### config.mk
export PLATFORM = sky130hd
export DESIGN_NAME = iic_reg_seq
export DESIGN_NICKNAME = d
export VERILOG_FILES = /design/src/rtl/iic_reg_seq.sv
export SDC_FILE = /design/constraint.sdc
export NUM_CORES = 1
export LEC_CHECK = 0
export CAP_MARGIN = 5
export CORE_MARGIN = 2
export CORE_UTILIZATION = 49
export CTS_CLUSTER_DIAMETER = 200
export CTS_CLUSTER_SIZE = 14
export DETAILED_ROUTE_END_ITERATION = 10
export PLACE_DENSITY = 0.79
export SETUP_SLACK_MARGIN = 0.02
export SLEW_MARGIN = 30
export SYNTH_ARGS = -nofsm -noshare
export SYNTH_HDL_FRONTEND = slang
export SYNTH_SLANG_ARGS = --single-unit
### constraint.sdc
create_clock -name clk -period 1.98 [get_ports clk]
set_input_delay 0.198 -clock clk [delete_from_list [all_inputs] [get_ports clk]]
set_output_delay 0.198 -clock clk [all_outputs]
set_load 0.005 [all_outputs]
### src/rtl/iic_reg_seq.sv
// iic_reg_seq: turns one register read/write request into the IIC peripheral's CON/CLKDIV/TX/RX byte sequence.
// Define IIC_REG_SEQ_TIMEOUT_EN to add a busy-poll timeout that aborts with a stop and flags err.
module iic_reg_seq #(
  parameter logic [7:0]  CLKDIV_DEFAULT = 8'h20,
  parameter int unsigned POLL_GAP       = 2,
  parameter logic [15:0] TIMEOUT_CYC    = 16'hFFFF
) (
  input  logic       clk,
  input  logic       reset,
  input  logic       req,
  input  logic       rnw,
  input  logic [6:0] dev_addr,
  input  logic [7:0] reg_addr,
  input  logic [7:0] wdata,
  input  logic [7:0] clkdiv_i,
  output logic       ack,
  output logic [7:0] rdata,
  output logic       busy,
  output logic       err,
  output logic [7:0] bus_addr,
  output logic [7:0] bus_dout,
  output logic       bus_wr_en,
  output logic       bus_rd_en,
  input  logic [7:0] bus_din
);
  typedef enum logic [2:0] {
    S_IDLE, S_CFG, S_LOAD, S_CMD, S_POLL_HI, S_POLL_LO, S_RDRX, S_DONE
  } state_t;
  state_t     state_q;
  logic [1:0] idx_q, idx_d;
  logic       rnw_q, smp_q, ack_q, busy_q, wr_q, rd_q;
  logic [6:0] dev_q;
  logic [7:0] reg_q, wdata_q, rx_q, addr_q, dout_q, tx_d, con_d;
  logic [3:0] gap_q;
  logic       last_d, poll_hit_d, rd_b3_d;
`ifdef IIC_REG_SEQ_TIMEOUT_EN
  logic [15:0] to_q;
  logic        err_q;
  assign err = err_q;
`else
  assign err = 1'b0;
`endif
  assign ack       = ack_q;
  assign rdata     = rx_q;
  assign busy      = busy_q;
  assign bus_addr  = addr_q;
  assign bus_dout  = dout_q;
  assign bus_wr_en = wr_q;
  assign bus_rd_en = rd_q;
  // Byte values are formed for the byte about to be issued, which is idx+1 when leaving POLL_LO.
  always_comb begin
    idx_d      = state_q == S_POLL_LO ? idx_q + 2'd1 : idx_q;
    tx_d       = idx_d == 2'd0 ? {dev_q, 1'b0} : idx_d == 2'd1 ? reg_q : rnw_q ? {dev_q, 1'b1} : wdata_q;
    con_d      = {3'b000, rnw_q ? idx_d == 2'd3 : idx_d == 2'd2,
                  idx_d == 2'd0 || (rnw_q && idx_d == 2'd2), rnw_q && idx_d == 2'd3, 2'b00};
    last_d     = idx_q == (rnw_q ? 2'd3 : 2'd2);
    rd_b3_d    = rnw_q && idx_d == 2'd3;
    poll_hit_d = bus_din[0] == (state_q == S_POLL_HI);
  end
  always_ff @(posedge clk or posedge reset) begin
    if (reset) begin
      state_q <= S_IDLE;
      idx_q   <= 2'd0;
      rnw_q   <= 1'b0;
      dev_q   <= 7'd0;
      reg_q   <= 8'h00;
      wdata_q <= 8'h00;
      rx_q    <= 8'h00;
      smp_q   <= 1'b0;
      gap_q   <= 4'd0;
      ack_q   <= 1'b0;
      busy_q  <= 1'b0;
      wr_q    <= 1'b0;
      rd_q    <= 1'b0;
      addr_q  <= 8'h00;
      dout_q  <= 8'h00;
`ifdef IIC_REG_SEQ_TIMEOUT_EN
      to_q    <= 16'd0;
      err_q   <= 1'b0;
`endif
    end else begin
      wr_q   <= 1'b0;
      rd_q   <= 1'b0;
      addr_q <= 8'h00;
      dout_q <= 8'h00;
      ack_q  <= 1'b0;
`ifdef IIC_REG_SEQ_TIMEOUT_EN
      to_q   <= 16'd0;
`endif
      case (state_q)
        S_IDLE: if (req) begin
          rnw_q   <= rnw;
          dev_q   <= dev_addr;
          reg_q   <= reg_addr;
          wdata_q <= wdata;
          idx_q   <= 2'd0;
          busy_q  <= 1'b1;
`ifdef IIC_REG_SEQ_TIMEOUT_EN
          err_q   <= 1'b0;
`endif
          wr_q    <= 1'b1;
          addr_q  <= 8'h01;
          dout_q  <= clkdiv_i == 8'h00 ? CLKDIV_DEFAULT : clkdiv_i;
          state_q <= S_CFG;
        end
        S_CFG: begin
          wr_q    <= 1'b1;
          addr_q  <= 8'h02;
          dout_q  <= tx_d;
          state_q <= S_LOAD;
        end
        S_LOAD: begin
          wr_q    <= 1'b1;
          dout_q  <= con_d;
          state_q <= S_CMD;
        end
        S_CMD: begin
          rd_q    <= 1'b1;
          smp_q   <= 1'b0;
          gap_q   <= 4'd0;
          state_q <= S_POLL_HI;
        end
        // Poll phases: rd cycle, sample cycle (bus_din valid), then POLL_GAP idle cycles.
        S_POLL_HI, S_POLL_LO: begin
`ifdef IIC_REG_SEQ_TIMEOUT_EN
          to_q <= to_q + 16'd1;
          if (to_q == TIMEOUT_CYC) begin
            wr_q    <= 1'b1;
            dout_q  <= 8'h10;
            err_q   <= 1'b1;
            ack_q   <= 1'b1;
            smp_q   <= 1'b0;
            gap_q   <= 4'd0;
            state_q <= S_DONE;
          end else
`endif
          if (gap_q != 4'd0) begin
            gap_q <= gap_q - 4'd1;
            rd_q  <= gap_q == 4'd1;
          end else if (!smp_q) smp_q <= 1'b1;
          else begin
            smp_q <= 1'b0;
            if (!poll_hit_d) begin
              gap_q <= 4'(POLL_GAP);
              rd_q  <= POLL_GAP == 0;
            end else if (state_q == S_POLL_HI) begin
`ifdef IIC_REG_SEQ_TIMEOUT_EN
              to_q    <= 16'd0;
`endif
              rd_q    <= 1'b1;
              state_q <= S_POLL_LO;
            end else if (!last_d) begin
              idx_q   <= idx_d;
              wr_q    <= 1'b1;
              addr_q  <= rd_b3_d ? 8'h00 : 8'h02;
              dout_q  <= rd_b3_d ? con_d : tx_d;
              state_q <= rd_b3_d ? S_CMD : S_LOAD;
            end else if (rnw_q) begin
              rd_q    <= 1'b1;
              addr_q  <= 8'h03;
              state_q <= S_RDRX;
            end else begin
              ack_q   <= 1'b1;
              state_q <= S_DONE;
            end
          end
        end
        S_RDRX: if (!smp_q) smp_q <= 1'b1;
        else begin
          smp_q   <= 1'b0;
          rx_q    <= bus_din;
          ack_q   <= 1'b1;
          state_q <= S_DONE;
        end
        S_DONE: begin
          busy_q  <= 1'b0;
          state_q <= S_IDLE;
        end
        default: state_q <= S_IDLE;
      endcase
    end
  end
endmodule
==> summary.md <==
| Metric | Value |
|---|---|
| Number of port buffers | 64 |
| Slew Viols, Final | 0 |
| Worst slack at placement | 0.159 ns |
| Final ANT Viol Nets | 0 |
| R2r endpoint | gap_q[1] |
| Final setup violation count | 0 |
| Post-synthesis average cell area | 10.4 µm² |
| Req. time, crit path | 2.21 ns |
| CP max FO | 7 |
| Nature of the critical path startpoint | flip-flop |
| Die X | 81.3 µm |
| CP Capture Type | flip-flop |
| Vias after detailed routing | 2419 |
| Inserted Diodes | 0 |
| R2r startpoint | gap_q[0] |
| Status | completed |
| F_max | 539 MHz |
| Vias/cell | 5.60 |
| Ys Warns | 0 |
| Final HPWL DP | 4960 µm |
| Placer Congestion | 0.911 |
| Most common cell after layout, fill and taps aside | clkdlybuf4s50_1 |
| GRT overflow | 0 |
| Primary FF master, synth | dfrtp_1 |
| # IOs | 72 |
| Hold Crit Class | input pin to asynchronous set/reset pin |
| R2R Setup Slk | 0.12 ns |
| Initial antenna violation count | 0 |
| Pwr dens | 1520 nW/µm² |
| Crit path time final | 1.86 ns |
| First-pass GRT wire length | 11000 µm |
| DR WL/cell | 15.6 µm |
| Mapped Cells | 281 |
| Clock buffer depth | 2 |
| Reg2reg path depth | 8 |
| WP data arrival | 2.09 ns |
| Maximum number of pins on one net before global-route repair | 57 |
| Mapped Area | 2930 µm² |
| Synthesis-stage register bit count | 56 |
| Post-synth top area cell | dfrtp_1 |
| Worst-path clk slew | 0.10 ns |
| Max VDD drop | 0.000691 V |
| Wirelength, routed | 6750 µm |
| Root Buffer | clkbuf_8 |
| Num rows | 28 |
| CTS buffer count | 5 |
| RSZ-0062 raised after global routing | true |
| Worst skew pair latency | 0.31 ns |
| Fin worst setup slack | 0.124 ns |
| Area contributors post-synth | dfrtp_1, mux2_2, nand2_1 |
| Pre-antenna DRT Iters | 5 |
| CTS tree | done |
| Share of layout cells above drive strength 1 | 19.3% |
| Chip height | 81.3 µm |
| Endpoints failing hold | 0 |
| Share of the synthesized area in the top cell type | 47.8% |
| Nets | 402 |
| WHS | 0.247 ns |
| Number of global-route vias before repair | 2202 |
| Setup TNS | 0 ns |
| H-tree depth | 2 |
| DRC Markers | 0 |
| Async set-reset flop share out of synthesis | 100% |
| Skew final | 0.00979 ns |
| Hold-fix buffers, CTS | 0 |
| Max-Cap Viols | 0 |
| Register area share after synthesis | 47.8% |
| Initial DRC count | 283 |
| Crit Path Category | flip-flop to flip-flop |
| LEAKAGE | 1.68 nW |
| Area delta synth->final | 31.5% |
| Fin util | 65.8% |
| Fin crit share | 93.7% |
| Netlist cell types | 58 |
| Initial Utilization | 50.1% |
| EDFF count, synth | 0 |
| CTS sink count | 56 |
| Die ar. | 6610 µm² |
| GRT Resource Usage Total | 21.6% |
| CORE AREA | 5850 µm² |
| Leading cell types in the layout, fill and taps excluded | clkdlybuf4s50_1, dfrtp_1, nand2_1 |
-- registers in the layout, indices dropped and copies added, names as in the netlist, 3 cells and up --
name,count
dev_q,7
rdata,8
wdata_q,8
reg_q,8
state_q,3
bus_dout,8
gap_q,4
-- per-layer routing --
metal	global-route usage, %	vias to the layer above	part of all wire, %
li1	-	1127	-
met1	30.3	1183	45
met2	35.0	100	49
met3	2.78	9	5.2
met4	6.27	0	1.5
met5	0	-	0
-- layout make-up --
cell class,instances,area (µm²)
flip-flops and latches,56,1400
repair buffers,86,831
fillers,472,2000
clock inverters,2,38.8
inverters,9,33.8
clock buffers,6,82.6
well taps,75,93.8
multi-input cells,198,1370
-- metrics by stage --
step / total power, W / instance area [µm²] / instances
finish: 0.00585 / 3850 / 432
floorplan: 0.00389 / 2950 / 287
CTS: 0.00582 / 3840 / 431
global route: 0.00627 / 3850 / 432
detailed placement: 0.00502 / 3720 / 423
global placement: 0.00492 / 3720 / 423
-- timing repair --
| item | 4_1_cts | 5_1_grt |
|---|---|---|
| setup endpoints to repair | 0 | 10 |
| buffers inserted | 0 | 1 |
| resized for setup | 0 | 3 |
-- Yosys cell counts (3+ instances only) --
library cell / n
a21boi_0: 4
nor3b_1: 4
a21oi_1: 11
a21o_1: 3
clkbuf_1: 4
nor4_1: 3
dfrtp_1: 56
nor3_1: 6
o21ai_1: 3
nor2b_1: 5
buf_4: 10
nor2_1: 13
a31oi_1: 3
buf_2: 8
o22ai_1: 3
o21ai_0: 17
mux2_2: 25
ha_1: 3
inv_1: 9
nand2b_1: 4
nand2_1: 35
nand3_1: 5
o32ai_1: 3
-- worst max path at each step --
stage / start / endpoint / slack, ns
6_report: gap_q[0] / gap_q[1] / 0.12
5_1_grt: gap_q[1] / gap_q[1] / -0.03
4_1_cts: gap_q[0] / gap_q[1] / 0.13
3_5_place_dp: gap_q[0] / gap_q[1] / 0.16
3_3_place_gp: bus_din[0] / bus_dout[1] / 0.16
2_1_floorplan: gap_q[0] / idx_q[0] / 0.17
-- report_power, final --
part | switching, W | internal, W
logic | 0.00151 | 0.00156
clock network | 0.000366 | 0.000414
registers | 0.000334 | 0.00167
-- worst max-delay path, stage by stage, from the launching register on --
cell      delay [ns]
dfrtp_1         0.44
inv_1           0.09
ha_1            0.22
nor3b_4         0.16
buf_4           0.16
a21boi_1        0.14
o22a_1          0.21
or3_1           0.30
o21ai_0         0.07
-- cell families (layout without fill, tap and decap cells) --
logic type               after synthesis  after routing  synth area share (%)
AND/OR/NAND/NOR                       90             90                  16.1
AO/OA/AOI/OAI                         68             68                  16.7
flip-flops                            56             56                  47.8
buffers and inverters                 33            103                  6.36
multiplexers                          25             25                  9.61
XOR/XNOR                               5              5                  2.01
adder cells (fa/ha/maj)                3              3                  1.28
other                                  1              7                 0.128
(Power assumes the default switching activity.)
==> patch 1: new RTL, config.mk and constraints unchanged <==
The 8 states of `state_t` get a one-hot encoding in 8 bits.
--- a/src/rtl/iic_reg_seq.sv
+++ b/src/rtl/iic_reg_seq.sv
@@ -25,4 +25,4 @@
 );
-  typedef enum logic [2:0] {
-    S_IDLE, S_CFG, S_LOAD, S_CMD, S_POLL_HI, S_POLL_LO, S_RDRX, S_DONE
+  typedef enum logic [7:0] {
+    S_IDLE = 8'b00000001, S_CFG = 8'b00000010, S_LOAD = 8'b00000100, S_CMD = 8'b00001000, S_POLL_HI = 8'b00010000, S_POLL_LO = 8'b00100000, S_RDRX = 8'b01000000, S_DONE = 8'b10000000
   } state_t;
Behaviour: same outputs for any inputs over 10 cycles, from zero or initial values and one cycle with reset high; not proved beyond that.
==> patch 1 against the unedited design <==
- the flow now finishes with violations (negative setup slack)
- largest cell class is now multi-input gates
- sequential cell count rose by 5
- worst setup slack got worse by 0.20 ns
- final area rose by 22%
- wire length rose by 34%
- sequential share of layout area fell by 3.9 points
- area after synthesis rose by 6.9%
- largest power group unchanged
- count of clock-buffer cells in the layout rose by 6
- cell count rose by 28%
- critical endpoint is now bus_dout[4]
- power fell by 14%
- non-clock buffer count rose by 41
==> patch 1: results <==
[clock_tree]
cts_buffers = 9
postCtsSetupRepairBufs = 5
htree_levels = 3
clk_latency_ns = 0.35
post_cts_resized = 28
cts-root-buf = clkbuf_8
clk_pin_slew_ns = 0.07
clock_path_buffers = 2

[synthesis]
async_reset_ff_frac = 1.00
ys.warnings.count = 0
avgSynthCellArea_um2 = 8.89
synth_top_area_frac = 0.480
synth_area_leaders = dfrtp_1 48%, nand2_1 11%, o21ai_0 4.0%
synth_cell_types = 56
ys_seq_area_frac = 0.488
synth_common_cells = 90 x nand2_1, 60 x dfrtp_1, 26 x nor2_1, 25 x o21ai_0, 13 x a21oi_1

[status]
status = finished with violations
violations = negative setup slack

[power_and_ir_drop]
vdd_ir_drop_max_mv = 0.728
cellLeakagePower_uw = 0.00214

[global_routing]
grt_pass1_wl_um = 14400
grt_use_total = 0.259
grt_start_max_net_pins = 62
grt_util_met3 = 0.0465
grt_pass1_vias = 3015
grt_use_met2 = 0.412
gr-usage-met1 = 0.347
antenna_found_initial = 0

[sta]
slew_headroom = 0.664
setup_ws_ns = -0.0787
setup_viol = 7
finClkSkew_ns = 0.00791
drv_slew = 0
finalSetupTns_ns = -0.164
hold_viol = 0

[place]
pre_cts_slack_ns = -0.147
globalplace.congestion = 0.916
postPlaceCellArea_um2 = 4200
io_buffer_count = 64
dp.cells = 527
dp_hpwl_um = 6180

[routing]
wl_met2_um = 4460
dr.pass1.iters = 5
routed-wl-met3_um = 618
via_count = 3142
drt_iter0_drc = 291
wl_met1_um = 3700
top_layer = met4
wl_um = 9080
vias_per_cell = 5.66

[cells_and_area]
drive_above_1_share = 0.266
layout.nets = 519
n_antenna_cell = 0
fill_cells = 443

[setup_path]
arrival_ns = 2.29
endpoint_kind = flip-flop
cp_max_fo = 3

[worst_hold_path]
hold_path_class = input port to async pin
patch 1: area by class of cell:
cell class | instances | area, um2 | share of cell area
multi-input combinational | 266 | 1680 | 0.358
sequential | 61 | 1530 | 0.324
timing repair buffer | 127 | 1190 | 0.252
clock buffer | 12 | 155 | 0.0329
tap | 77 | 96.3 | 0.0205
inverter | 8 | 37.5 | 0.00797
clock inverter | 4 | 22.5 | 0.00478
patch 1: cell families after synthesis:
group,after synthesis,share of synthesized area
fa+ha+maj,3,0.0120
mux,9,0.0320
other cells,1,0.00120
compound gates,72,0.153
simple gates,169,0.249
flops,61,0.488
xor+xnor,6,0.0168
buf+inv,31,0.0488
patch 1: report_power, final:
| group | total [uW] | switching, uW | internal, uW | leakage, uW |
|---|---|---|---|---|
| combinational | 2140 | 1030 | 1110 | 0.00128 |
| sequential | 1920 | 302 | 1620 | 0.000775 |
| clock | 1000 | 486 | 516 | 0.0000921 |
patch 1: worst max-delay path: stages (launching register included):
cell     delay [ns]
dfrtp_1        0.41
nor4_4         0.35
buf_4          0.17
and3_4         0.20
xnor2_2        0.06
or2_1          0.24
o221a_1        0.26
a211o_1        0.26
patch 1: path summary, 6_finish.rpt:
check,cells past startpoint,slack [ns],start,endpoint
hold reg to reg,1,0.50,rdata[2],rdata[2]
setup reg to reg,7,-0.08,state_q[3],bus_dout[4]
setup / recovery,7,-0.08,state_q[3],bus_dout[4]
max in group asynchronous,3,1.45,reset,state_q[0]
hold / removal,3,0.24,reset,state_q[4]
min in group clk,3,0.37,dev_addr[4],dev_q[4]
patch 1: through the flow:
step                hold slack, ns  total power (uW)  utilization
floorplan                    0.303              2830            -
global placement             0.460              3660        0.670
detailed placement           0.464              3730        0.670
CTS                          0.261              4850        0.719
global route                 0.305              5370        0.750
finish                       0.242              5060        0.750
==> patch 2: new RTL, same flow settings <==
Made on the original files. Build with the macro `IIC_REG_SEQ_TIMEOUT_EN` defined.
--- a/src/rtl/iic_reg_seq.sv
+++ b/src/rtl/iic_reg_seq.sv
@@ -2,2 +2,4 @@
 // Define IIC_REG_SEQ_TIMEOUT_EN to add a busy-poll timeout that aborts with a stop and flags err.
+`define IIC_REG_SEQ_TIMEOUT_EN
+
 module iic_reg_seq #(
Behaviour: no difference found for any inputs over 10 cycles, from zero or initial values and one cycle with reset high; that may be too few to reach the edited logic, so the function may still have changed.
==> patch 2 against the unedited design <==
- the flow now finishes with violations (negative setup slack)
- core utilization grew 0.85 points
- wire length rose by 40%
- synthesized cell count is 32% higher
- worst setup slack worse by 0.13 ns
- sequential cell count up 17
- clock power rose by 58%
- power rose by 27%
- critical path depth down 1
- area after synthesis rose by 34%
- final area up 34%
- largest power group unchanged
- highest routed layer unchanged
==> patch 2: results <==
[clock_tree]
cts_buffers = 9
clk_latency_ns = 0.36
clk_pin_slew_ns = 0.08
htree_levels = 3
post_cts_resized = 4

[sta]
setup_ws_ns = -0.00119
slew_headroom = 0.658
setup_viol = 1
finalSetupTns_ns = -0.00119
hold-worst-slack_ns = 0.290
finClkSkew_ns = 0.0121

[cells_and_area]
register_area_um2 = 1830
fill_cells = 560
regMostFlops = to_q
drive_above_1_share = 0.272
n_antenna_cell = 0
layout.nets = 505

[place]
io_buffer_count = 65
postPlaceCellArea_um2 = 4860
pre_cts_slack_ns = -0.00275
globalplace.congestion = 0.919
dp.cells = 547
dp_hpwl_um = 6710

[synthesis]
ys_seq_area_frac = 0.466
async_reset_ff_frac = 1.00
synth_cell_types = 72
synth_common_cells = 73 x dfrtp_1, 32 x mux2_2, 28 x nand2_1, 19 x nor2_1, 16 x o21ai_0
synth_area_leaders = dfrtp_1 47%, mux2_2 9.2%, nand2_1 2.7%
syn_inst = 370

[routing]
via_count = 3190
drt_iter0_drc = 218
vias_per_cell = 5.65
wl_um = 9470
dr.pass1.iters = 5

[global_routing]
grt_start_max_net_pins = 74
grt_pass1_wl_um = 15500
grt_use_total = 0.229
grt_pass1_vias = 3154

[setup_path]
crit_path_end = bus_dout[6]
r2r_start = gap_q[1]
arrival_ns = 2.25
cp_top_family = compound AO/OA/AOI/OAI gates
slowest_delay_ns = 0.40
rr_worst_depth = 7
cp_slowest_cell = or3b_4
cp_max_fo = 6

[status]
violations = negative setup slack
status = finished with violations

[power_and_ir_drop]
cellLeakagePower_uw = 0.00216
vdd_ir_drop_max_mv = 0.904
## patch 2: cell type report
class | instances | share of cell area
multi-input combinational | 261 | 0.383
sequential | 73 | 0.355
timing repair buffer | 101 | 0.187
clock buffer | 10 | 0.0267
tap | 102 | 0.0248
clock inverter | 6 | 0.0141
inverter | 12 | 0.00947
## patch 2: kinds of logic after synthesis
group | share of synthesized area
compound gates | 0.137
xor+xnor | 0.0379
fa+ha+maj | 0.0128
buf+inv | 0.0545
flops | 0.466
mux | 0.113
other cells | 0.000956
simple gates | 0.179
## patch 2: per-layer routing
layer	global-route usage	share of wire	vias to the layer above
met5	0	0	-
met2	0.347	0.48	123
met4	0.0772	0.014	0
met3	0.0604	0.068	13
li1	-	-	1492
met1	0.321	0.44	1562
## patch 2: report_power, final
group / internal (uW) / leakage (uW) / switching, uW
combinational: 1930 / 0.00113 / 1830
sequential: 2060 / 0.000924 / 398
clock: 631 / 0.000104 / 602
